===== src/rtl/axi_mm2s_reader_if.sv =====
// AXI4 read channels (AR + R) plus the outgoing AXI-Stream, bundled for the
// mm2s reader. The master modport is the reader's view; slave is the view
// of whatever sits on the other side (memory on AR/R, consumer on the stream).
interface axi_mm2s_reader_if #(
  parameter int DATA_WIDTH = 32,
  parameter int ADDR_WIDTH = 16,
  parameter int ID_WIDTH   = 1
) ();
  localparam int STRB_WIDTH = DATA_WIDTH / 8;

  // read address channel
  logic [ADDR_WIDTH-1:0] m_axi_araddr;
  logic [7:0]            m_axi_arlen;
  logic [2:0]            m_axi_arsize;
  logic [1:0]            m_axi_arburst;
  logic [ID_WIDTH-1:0]   m_axi_arid;
  logic                  m_axi_arlock;
  logic [3:0]            m_axi_arcache;
  logic [2:0]            m_axi_arprot;
  logic                  m_axi_arvalid;
  logic                  m_axi_arready;

  // read data channel
  logic [DATA_WIDTH-1:0] m_axi_rdata;
  logic [ID_WIDTH-1:0]   m_axi_rid;
  logic [1:0]            m_axi_rresp;
  logic                  m_axi_rlast;
  logic                  m_axi_rvalid;
  logic                  m_axi_rready;

  // outgoing stream
  logic [DATA_WIDTH-1:0] m_axis_tdata;
  logic [STRB_WIDTH-1:0] m_axis_tkeep;
  logic                  m_axis_tlast;
  logic                  m_axis_tvalid;
  logic                  m_axis_tready;

  modport master (
    output m_axi_araddr, m_axi_arlen, m_axi_arsize, m_axi_arburst, m_axi_arid,
           m_axi_arlock, m_axi_arcache, m_axi_arprot, m_axi_arvalid,
    input  m_axi_arready,
    input  m_axi_rdata, m_axi_rid, m_axi_rresp, m_axi_rlast, m_axi_rvalid,
    output m_axi_rready,
    output m_axis_tdata, m_axis_tkeep, m_axis_tlast, m_axis_tvalid,
    input  m_axis_tready
  );

  modport slave (
    input  m_axi_araddr, m_axi_arlen, m_axi_arsize, m_axi_arburst, m_axi_arid,
           m_axi_arlock, m_axi_arcache, m_axi_arprot, m_axi_arvalid,
    output m_axi_arready,
    output m_axi_rdata, m_axi_rid, m_axi_rresp, m_axi_rlast, m_axi_rvalid,
    input  m_axi_rready,
    input  m_axis_tdata, m_axis_tkeep, m_axis_tlast, m_axis_tvalid,
    output m_axis_tready
  );
endinterface


===== src/rtl/axi_mm2s_reader.sv =====
// AXI4 read master: splits a word-count command into INCR bursts (one in
// flight, never crossing 4 KB) and forwards the returned beats through a
// 2-entry skid buffer onto an AXI-Stream, tlast on the command's final word.
module axi_mm2s_reader #(
  parameter int DATA_WIDTH    = 32,
  parameter int ADDR_WIDTH    = 16,
  parameter int STRB_WIDTH    = DATA_WIDTH / 8,
  parameter int ID_WIDTH      = 1,
  parameter int ARID_VALUE    = 0,
  parameter int MAX_BURST_LEN = 16
) (
  input  logic                  clk,
  input  logic                  rst,
  input  logic [ADDR_WIDTH-1:0] cmd_addr,
  input  logic [15:0]           cmd_len,
  input  logic                  cmd_valid,
  output logic                  cmd_ready,
  axi_mm2s_reader_if.master     m,
  output logic                  busy,
  output logic                  done,
  output logic                  done_err
);

  localparam int BYTE_SHIFT = $clog2(STRB_WIDTH);
  localparam logic [ADDR_WIDTH-1:0] ALIGN_MASK = ~(ADDR_WIDTH'(STRB_WIDTH - 1));

  typedef enum logic [1:0] {IDLE, ADDR, DATA, DONE} state_t;

  // Beats for the next burst: limited by words left, burst cap and 4 KB page room.
  function automatic logic [8:0] calc_beats(input logic [ADDR_WIDTH-1:0] a,
                                            input logic [15:0] rem);
    logic [16:0] room;
    logic [16:0] b;
    room = (17'd4096 - {5'd0, a[11:0]}) >> BYTE_SHIFT;
    b    = {1'b0, rem};
    b    = (b > 17'(MAX_BURST_LEN)) ? 17'(MAX_BURST_LEN) : b;
    b    = (b > room) ? room : b;
    return 9'(b);
  endfunction

  state_t                state_q, state_d;
  logic [ADDR_WIDTH-1:0] addr_q, addr_d;
  logic [15:0]           rem_q, rem_d;
  logic [8:0]            beats_q, beats_d;
  logic [8:0]            beat_cnt_q, beat_cnt_d;
  logic                  err_q, err_d;
  logic [7:0]            arlen_q, arlen_d;
  logic                  cmd_ready_q, cmd_ready_d;
  logic                  arvalid_q, arvalid_d;
  logic                  rready_q, rready_d;
  logic                  busy_q, busy_d;
  logic                  done_q, done_d;
  logic                  done_err_q, done_err_d;
  logic [1:0]            cnt_q, cnt_d;
  logic [DATA_WIDTH-1:0] data0_q, data0_d, data1_q, data1_d;
  logic                  last0_q, last0_d, last1_q, last1_d;
  logic                  tvalid_q, tvalid_d;

  logic                  push_s, pop_s, beat_last_s, cmd_last_word_s;
  logic [8:0]            nb_s;
  logic [ADDR_WIDTH-1:0] next_addr_s, cmd_addr_al_s;
  logic [15:0]           next_rem_s;
  logic                  unused_s;

  assign unused_s        = ^m.m_axi_rid;
  assign push_s          = m.m_axi_rvalid && rready_q;
  assign pop_s           = tvalid_q && m.m_axis_tready;
  assign beat_last_s     = (beat_cnt_q == 9'd1);
  assign cmd_last_word_s = beat_last_s && (rem_q == {7'd0, beats_q});
  assign cmd_addr_al_s   = cmd_addr & ALIGN_MASK;
  assign next_addr_s     = addr_q + (ADDR_WIDTH'(beats_q) << BYTE_SHIFT);
  assign next_rem_s      = rem_q - {7'd0, beats_q};

  // Command sequencing: IDLE -> ADDR <-> DATA -> DONE, error tracking.
  always_comb begin
    state_d    = state_q;
    addr_d     = addr_q;
    rem_d      = rem_q;
    beats_d    = beats_q;
    beat_cnt_d = beat_cnt_q;
    err_d      = err_q;
    arlen_d    = arlen_q;
    nb_s       = 9'd0;
    case (state_q)
      IDLE: begin
        if (cmd_valid && cmd_ready_q) begin
          addr_d = cmd_addr_al_s;
          rem_d  = cmd_len;
          err_d  = 1'b0;
          if (cmd_len == 16'd0) begin
            state_d = DONE;
          end else begin
            nb_s    = calc_beats(cmd_addr_al_s, cmd_len);
            beats_d = nb_s;
            arlen_d = 8'(nb_s - 9'd1);
            state_d = ADDR;
          end
        end else begin
          state_d = IDLE;
        end
      end
      ADDR: begin
        if (m.m_axi_arready) begin
          beat_cnt_d = beats_q;
          state_d    = DATA;
        end else begin
          state_d = ADDR;
        end
      end
      DATA: begin
        if (push_s) begin
          beat_cnt_d = beat_cnt_q - 9'd1;
          if ((m.m_axi_rresp != 2'b00) || (m.m_axi_rlast != beat_last_s)) begin
            err_d = 1'b1;
          end else begin
            err_d = err_q;
          end
          if (beat_last_s) begin
            if (rem_q > {7'd0, beats_q}) begin
              nb_s    = calc_beats(next_addr_s, next_rem_s);
              addr_d  = next_addr_s;
              rem_d   = next_rem_s;
              beats_d = nb_s;
              arlen_d = 8'(nb_s - 9'd1);
              state_d = ADDR;
            end else begin
              state_d = DONE;
            end
          end else begin
            state_d = DATA;
          end
        end else begin
          state_d = DATA;
        end
      end
      DONE:    state_d = IDLE;
      default: state_d = IDLE;
    endcase
  end

  // Skid buffer: entry 0 is the stream head; entry 1 holds a beat while stalled.
  always_comb begin
    cnt_d   = cnt_q;
    data0_d = data0_q;
    data1_d = data1_q;
    last0_d = last0_q;
    last1_d = last1_q;
    case ({push_s, pop_s})
      2'b10: begin
        if (cnt_q == 2'd0) begin
          data0_d = m.m_axi_rdata;
          last0_d = cmd_last_word_s;
        end else begin
          data1_d = m.m_axi_rdata;
          last1_d = cmd_last_word_s;
        end
        cnt_d = cnt_q + 2'd1;
      end
      2'b01: begin
        data0_d = data1_q;
        last0_d = last1_q;
        cnt_d   = cnt_q - 2'd1;
      end
      2'b11: begin
        if (cnt_q == 2'd1) begin
          data0_d = m.m_axi_rdata;
          last0_d = cmd_last_word_s;
        end else begin
          data0_d = data1_q;
          last0_d = last1_q;
          data1_d = m.m_axi_rdata;
          last1_d = cmd_last_word_s;
        end
      end
      default: cnt_d = cnt_q;
    endcase
    tvalid_d = (cnt_d != 2'd0);
  end

  // Next values of the registered handshake and status outputs.
  always_comb begin
    cmd_ready_d = (state_d == IDLE);
    arvalid_d   = (state_d == ADDR);
    busy_d      = (state_d != IDLE);
    done_d      = (state_d == DONE);
    done_err_d  = (state_d == DONE) ? err_d : 1'b0;
    rready_d    = (state_d == DATA) && (cnt_d != 2'd2);
  end

  // All state and outputs are flops with synchronous reset.
  always_ff @(posedge clk) begin
    if (rst) begin
      state_q     <= IDLE;
      addr_q      <= '0;
      rem_q       <= 16'd0;
      beats_q     <= 9'd0;
      beat_cnt_q  <= 9'd0;
      err_q       <= 1'b0;
      arlen_q     <= 8'd0;
      cmd_ready_q <= 1'b0;
      arvalid_q   <= 1'b0;
      rready_q    <= 1'b0;
      busy_q      <= 1'b0;
      done_q      <= 1'b0;
      done_err_q  <= 1'b0;
      cnt_q       <= 2'd0;
      data0_q     <= '0;
      data1_q     <= '0;
      last0_q     <= 1'b0;
      last1_q     <= 1'b0;
      tvalid_q    <= 1'b0;
    end else begin
      state_q     <= state_d;
      addr_q      <= addr_d;
      rem_q       <= rem_d;
      beats_q     <= beats_d;
      beat_cnt_q  <= beat_cnt_d;
      err_q       <= err_d;
      arlen_q     <= arlen_d;
      cmd_ready_q <= cmd_ready_d;
      arvalid_q   <= arvalid_d;
      rready_q    <= rready_d;
      busy_q      <= busy_d;
      done_q      <= done_d;
      done_err_q  <= done_err_d;
      cnt_q       <= cnt_d;
      data0_q     <= data0_d;
      data1_q     <= data1_d;
      last0_q     <= last0_d;
      last1_q     <= last1_d;
      tvalid_q    <= tvalid_d;
    end
  end

  assign cmd_ready       = cmd_ready_q;
  assign busy            = busy_q;
  assign done            = done_q;
  assign done_err        = done_err_q;
  assign m.m_axi_araddr  = addr_q;
  assign m.m_axi_arlen   = arlen_q;
  assign m.m_axi_arsize  = 3'(BYTE_SHIFT);
  assign m.m_axi_arburst = 2'b01;
  assign m.m_axi_arid    = ID_WIDTH'(ARID_VALUE);
  assign m.m_axi_arlock  = 1'b0;
  assign m.m_axi_arcache = 4'b0011;
  assign m.m_axi_arprot  = 3'b000;
  assign m.m_axi_arvalid = arvalid_q;
  assign m.m_axi_rready  = rready_q;
  assign m.m_axis_tdata  = data0_q;
  assign m.m_axis_tkeep  = {STRB_WIDTH{1'b1}};
  assign m.m_axis_tlast  = last0_q;
  assign m.m_axis_tvalid = tvalid_q;

endmodule


===== src/flat_wrapper.sv =====
// flat-port wrapper written by rule: the top's interface ports become plain ports
module axi_mm2s_reader_flat 
#(
  parameter int DATA_WIDTH    = 32,
  parameter int ADDR_WIDTH    = 16,
  parameter int STRB_WIDTH    = DATA_WIDTH / 8,
  parameter int ID_WIDTH      = 1,
  parameter int ARID_VALUE    = 0,
  parameter int MAX_BURST_LEN = 16
)
  (clk, rst, cmd_addr, cmd_len, cmd_valid, cmd_ready, busy, done, done_err, m_m_axi_araddr, m_m_axi_arlen, m_m_axi_arsize, m_m_axi_arburst, m_m_axi_arid, m_m_axi_arlock, m_m_axi_arcache, m_m_axi_arprot, m_m_axi_arvalid, m_m_axi_arready, m_m_axi_rdata, m_m_axi_rid, m_m_axi_rresp, m_m_axi_rlast, m_m_axi_rvalid, m_m_axi_rready, m_m_axis_tdata, m_m_axis_tkeep, m_m_axis_tlast, m_m_axis_tvalid, m_m_axis_tready);
  axi_mm2s_reader_if #(.DATA_WIDTH(DATA_WIDTH), .ADDR_WIDTH(ADDR_WIDTH), .ID_WIDTH(ID_WIDTH)) m_i ();
  input  logic clk;
  input  logic rst;
  input  logic [ADDR_WIDTH-1:0] cmd_addr;
  input  logic [15:0] cmd_len;
  input  logic cmd_valid;
  output logic cmd_ready;
  output logic busy;
  output logic done;
  output logic done_err;
  output wire logic [$bits(m_i.m_axi_araddr)-1:0] m_m_axi_araddr;
  output wire logic [$bits(m_i.m_axi_arlen)-1:0] m_m_axi_arlen;
  output wire logic [$bits(m_i.m_axi_arsize)-1:0] m_m_axi_arsize;
  output wire logic [$bits(m_i.m_axi_arburst)-1:0] m_m_axi_arburst;
  output wire logic [$bits(m_i.m_axi_arid)-1:0] m_m_axi_arid;
  output wire logic [$bits(m_i.m_axi_arlock)-1:0] m_m_axi_arlock;
  output wire logic [$bits(m_i.m_axi_arcache)-1:0] m_m_axi_arcache;
  output wire logic [$bits(m_i.m_axi_arprot)-1:0] m_m_axi_arprot;
  output wire logic [$bits(m_i.m_axi_arvalid)-1:0] m_m_axi_arvalid;
  input wire logic [$bits(m_i.m_axi_arready)-1:0] m_m_axi_arready;
  input wire logic [$bits(m_i.m_axi_rdata)-1:0] m_m_axi_rdata;
  input wire logic [$bits(m_i.m_axi_rid)-1:0] m_m_axi_rid;
  input wire logic [$bits(m_i.m_axi_rresp)-1:0] m_m_axi_rresp;
  input wire logic [$bits(m_i.m_axi_rlast)-1:0] m_m_axi_rlast;
  input wire logic [$bits(m_i.m_axi_rvalid)-1:0] m_m_axi_rvalid;
  output wire logic [$bits(m_i.m_axi_rready)-1:0] m_m_axi_rready;
  output wire logic [$bits(m_i.m_axis_tdata)-1:0] m_m_axis_tdata;
  output wire logic [$bits(m_i.m_axis_tkeep)-1:0] m_m_axis_tkeep;
  output wire logic [$bits(m_i.m_axis_tlast)-1:0] m_m_axis_tlast;
  output wire logic [$bits(m_i.m_axis_tvalid)-1:0] m_m_axis_tvalid;
  input wire logic [$bits(m_i.m_axis_tready)-1:0] m_m_axis_tready;
  assign m_m_axi_araddr = m_i.m_axi_araddr;
  assign m_m_axi_arlen = m_i.m_axi_arlen;
  assign m_m_axi_arsize = m_i.m_axi_arsize;
  assign m_m_axi_arburst = m_i.m_axi_arburst;
  assign m_m_axi_arid = m_i.m_axi_arid;
  assign m_m_axi_arlock = m_i.m_axi_arlock;
  assign m_m_axi_arcache = m_i.m_axi_arcache;
  assign m_m_axi_arprot = m_i.m_axi_arprot;
  assign m_m_axi_arvalid = m_i.m_axi_arvalid;
  assign m_i.m_axi_arready = m_m_axi_arready;
  assign m_i.m_axi_rdata = m_m_axi_rdata;
  assign m_i.m_axi_rid = m_m_axi_rid;
  assign m_i.m_axi_rresp = m_m_axi_rresp;
  assign m_i.m_axi_rlast = m_m_axi_rlast;
  assign m_i.m_axi_rvalid = m_m_axi_rvalid;
  assign m_m_axi_rready = m_i.m_axi_rready;
  assign m_m_axis_tdata = m_i.m_axis_tdata;
  assign m_m_axis_tkeep = m_i.m_axis_tkeep;
  assign m_m_axis_tlast = m_i.m_axis_tlast;
  assign m_m_axis_tvalid = m_i.m_axis_tvalid;
  assign m_i.m_axis_tready = m_m_axis_tready;
  axi_mm2s_reader #(.DATA_WIDTH(DATA_WIDTH), .ADDR_WIDTH(ADDR_WIDTH), .STRB_WIDTH(STRB_WIDTH), .ID_WIDTH(ID_WIDTH), .ARID_VALUE(ARID_VALUE), .MAX_BURST_LEN(MAX_BURST_LEN)) u_core (.clk(clk), .rst(rst), .cmd_addr(cmd_addr), .cmd_len(cmd_len), .cmd_valid(cmd_valid), .cmd_ready(cmd_ready), .m(m_i), .busy(busy), .done(done), .done_err(done_err));
endmodule

===== config.mk =====
export PLATFORM = sky130hd
export DESIGN_NAME = axi_mm2s_reader_flat
export DESIGN_NICKNAME = d
export VERILOG_FILES = /design/src/rtl/axi_mm2s_reader_if.sv /design/src/rtl/axi_mm2s_reader.sv /design/src/flat_wrapper.sv
export SDC_FILE = /design/constraint.sdc
export NUM_CORES = 1
export LEC_CHECK = 0
export ABC_AREA = 1
export CAP_MARGIN = 20
export CORE_ASPECT_RATIO = 0.7
export CORE_MARGIN = 10
export CORE_UTILIZATION = 50
export CTS_CLUSTER_DIAMETER = 100
export DETAILED_ROUTE_END_ITERATION = 10
export GPL_ROUTABILITY_DRIVEN = 1
export GPL_TIMING_DRIVEN = 0
export PLACE_DENSITY = 0.81
export SKIP_CTS_REPAIR_TIMING = 1
export SLEW_MARGIN = 20
export SYNTH_ARGS = -nofsm -noshare
export SYNTH_HDL_FRONTEND = slang
export SYNTH_SLANG_ARGS = --single-unit

===== constraint.sdc =====
create_clock -name clk -period 12.7 [get_ports clk]
set_input_delay 2.54 -clock clk [delete_from_list [all_inputs] [get_ports clk]]
set_output_delay 2.54 -clock clk [all_outputs]
set_load 0.02 [all_outputs]

==> summary.txt, run 1 <==
Status
  – Status: complete, no violations

Clock tree
  – Number of buffers created by CTS: 17
  – CTS HTree Levels: 4
  – Root Buffer: clkbuf_16
  – Bufs on Longest Clock Path: 2
  – Clock Pin Slew Worst Setup and Hold Paths: 0.06 ns
  – Clock Latency Late Sink: 0.43 ns
  – CTS sink cnt: 134
  – CTS tree: built

Floorplan
  – Top Ports: 156
  – Floorplan row count: 40
  – Core Area: 0.0172 mm2
  – Die area: 0.0233 mm2
  – Chip width: 178 um
  – Initial Util: 51.0%
  – Die Span Y: 131 um

Power
  – Tot Pwr: 1.40 mW
  – Peak VDD IR: 0.000104 V
  – P_leak: 5.23 nW
  – Comb power frac: 31.0%
  – Switching pwr: 0.502 mW
  – Sequential power share: 33.0%
  – Internal power: 0.896 mW
  – Switching part of the total: 35.9%
  – Clock power frac: 36.0%
  – Power density over the cells: 126 mW/mm2

Final layout
  – Final Cell Area: 0.0111 mm2
  – Most common cell after layout, fill and taps aside: nand2_1
  – Most frequent cells in the layout: nand2_1, inv_1, o21ai_0, dfxtp_1, clkdlybuf4s50_1
  – Area grow syn2layout: 26.4%
  – Final net count: 1648
  – Ant. Diodes: 0
  – Share of layout cells above drive strength 1: 4.89%

Yosys
  – Area fraction of the dominant cell type after synthesis: 30.7%
  – Cell taking the most area after synthesis: dfxtp_1
  – Cell variety after synth: 50
  – Ys flop type: dfxtp_1
  – Number of flops mapped to enable cells by yosys: 0
  – #FFs+latches synth: 134
  – Post-Syn Area: 0.00875 mm2
  – Cell count after synthesis: 1339
  – Synth area leaders: dfxtp_1, nand2_1, inv_1, o21ai_0, ha_1
  – Warnings from Yosys: 0
  – Mean Syn Cell Area: 6.53 um2
  – Sequential area share after synthesis: 30.7%
  – Ys async rst share: 0%

Worst setup path
  – WP data arrival: 6.96 ns
  – CP endpoint kind: register
  – CP Data Required Time: 13.03 ns
  – WS Path Type: input pin to register
  – Setup crit start kind: input pin
  – Worst Path Max Fanout: 8

Detailed routing
  – TritonRoute pass-1 iters: 6
  – DR vias: 9529
  – DRT antenna net count: 0
  – Routed wire length: 29.3 mm
  – DRC: 0
  – Vias per cell: 5.40
  – DR iter-0 viols: 1067
  – Post-DR wirelength/cell: 16.6 um

Timing
  – Hold Fails Final Rpt: 0
  – Max-slew violation count: 0
  – Setup TNS Final: 0 ns
  – Slew headroom: 47.2%
  – Minimum clock period: 6.63 ns
  – Final worst-path setup slack: 6.07 ns
  – RSZ-0062 raised after global routing: no
  – Worst Tran Pin Value: 0.793 ns
  – Hold_ws: 0.476 ns
  – Fin Clk Skew: 0.0134 ns
  – F_max: 0.151 GHz
  – Final period utilization: 52.2%
  – Endpoints failing setup: 0

Global route
  – Grt total ovfl: 0
  – Global-route wire length before repair: 45.7 mm
  – Vias in the first global route: 8641
  – GRT Total Usage: 24.8%
  – Initial antenna violation count: 0
  – Largest net degree at the start of global routing: 17

Min path
  – Hold crit path type: register to register

Place
  – Gpl congestion: 0.988
  – # port buffers: 132
  – Dpl cell area: 0.0105 mm2
  – Pre-CTS WS: 5.79 ns
  – Hpwl dp: 22.9 mm

Run
  – # Max-Cap Violations: 0
logic make-up (layout without fill, tap and decap cells):
family                   Yosys count  in the layout  share of synthesized area, %
adder cells (fa/ha/maj)           54             54                          7.89
flip-flops                       134            134                          30.7
other                              2             32                        0.0858
AO/OA/AOI/OAI                    338            338                          21.2
AND/OR/NAND/NOR                  488            488                          23.7
buffers and inverters            298            462                          13.9
XOR/XNOR                          25             25                          2.59
synth_stat cells (all sizes together), types with 4 or more instances:
cell type  number
xnor2          10
a31oi          19
o211ai          6
o21ai         154
clkbuf         50
ha             52
nor3           18
xor2           15
nand3          82
a211oi          7
nand2         233
buf            29
a21oi         128
or2             4
nand4          16
nor2          127
dfxtp         134
a32o           11
inv           216
per-layer routing:
metal	vias to the layer above	global-route usage (%)	share of wire, %
met5	-	0	0
met4	0	5.72	1.4
met3	40	6.79	11
met2	436	36.4	41
met1	4358	35.3	46
li1	4695	-	-
critical path, stage by stage:
cell,delay [ns]
clkdlybuf4s50_1,0.57
inv_1,0.12
ha_1,0.19
nand2_1,0.06
nor2_1,0.15
inv_1,0.05
nor3_1,0.26
nor3b_1,0.32
xor2_1,0.32
ha_1,0.17
nand2_1,0.05
nor2_1,0.14
nand4_1,0.09
or2_2,0.27
nand2_1,0.21
inv_1,0.16
o211ai_1,0.24
nand2_1,0.22
inv_1,0.10
ha_1,0.19
inv_1,0.06
nor2_1,0.13
nand3_1,0.09
nand2_1,0.07
nand3_1,0.06
nand2_1,0.07
inv_1,0.03
layout make-up:
cell class	count	area, um2
Buffer	79	388
Clock buffer	18	439
Clock inverter	14	149
Fill cell	1595	6110
Inverter	219	825
Multi-Input combinational cell	937	4970
Sequential cell	134	2680
Tap cell	231	289
Timing Repair Buffer	132	1320
power groups by stage:
stage / Combinational, mW / Sequential (mW) / Clock (mW)
final: 0.433 / 0.462 / 0.504
after global routing: 0.487 / 0.464 / 0.524
after CTS: 0.424 / 0.461 / 0.505
after detailed placement: 0.420 / 0.470 / 0
after global placement: 0.414 / 0.470 / 0
after floorplan: 0.283 / 0.477 / 0
worst paths after layout:
path	startpoint	endpoint	slack (ns)	cells after the start
max	cmd_addr[2]	u_core.m.m_axi_arlen[6]	6.07	27
max reg2reg	u_core.beats_q[8]	u_core.m.m_axi_arlen[6]	7.59	34
min	u_core.m.m_axis_tlast	u_core.m.m_axis_tlast	0.48	2
min reg2reg	u_core.m.m_axis_tlast	u_core.m.m_axis_tlast	0.48	2
sequential cells by signal (all words and copies together), names as in the netlist:
register                cells
u_core.beat_cnt_q           9
u_core.beats_q              9
u_core.busy                 1
u_core.cmd_ready            1
u_core.cnt_q                2
u_core.data1_q             32
u_core.done                 1
u_core.done_err             1
u_core.err_q                1
u_core.last1_q              1
u_core.m.m_axi_araddr      14
u_core.m.m_axi_arlen        8
u_core.m.m_axi_arvalid      1
u_core.m.m_axi_rready       1
u_core.m.m_axis_tdata      32
u_core.m.m_axis_tlast       1
u_core.m.m_axis_tvalid      1
u_core.rem_q               16
u_core.state_q              2
stage by stage:
step,cells,utilization (%)
after detailed placement,1732,61.0
after global placement,1732,61.0
after global routing,1764,64.4
final,1764,64.4
after CTS,1764,64.4
after floorplan,1369,-
Note: power is estimated with default switching activity, not from simulation.
==> inputs of run 2 (changes only) <==
- clock period: 12.7 -> 6.85 ns (I/O delays scaled with it)
==> results of run 2 <==
The final DEF is identical to that of run 1. Status: complete, no violations.
Among the figures that moved: setup slack after placement 5.79 ns -> 1.11 ns; setup slack after layout 6.07 ns -> 1.39 ns; register-to-register setup slack 7.59 ns -> 1.74 ns; total power 1.40 mW -> 2.59 mW; worst IR drop on VDD 0.000104 V -> 0.000193 V
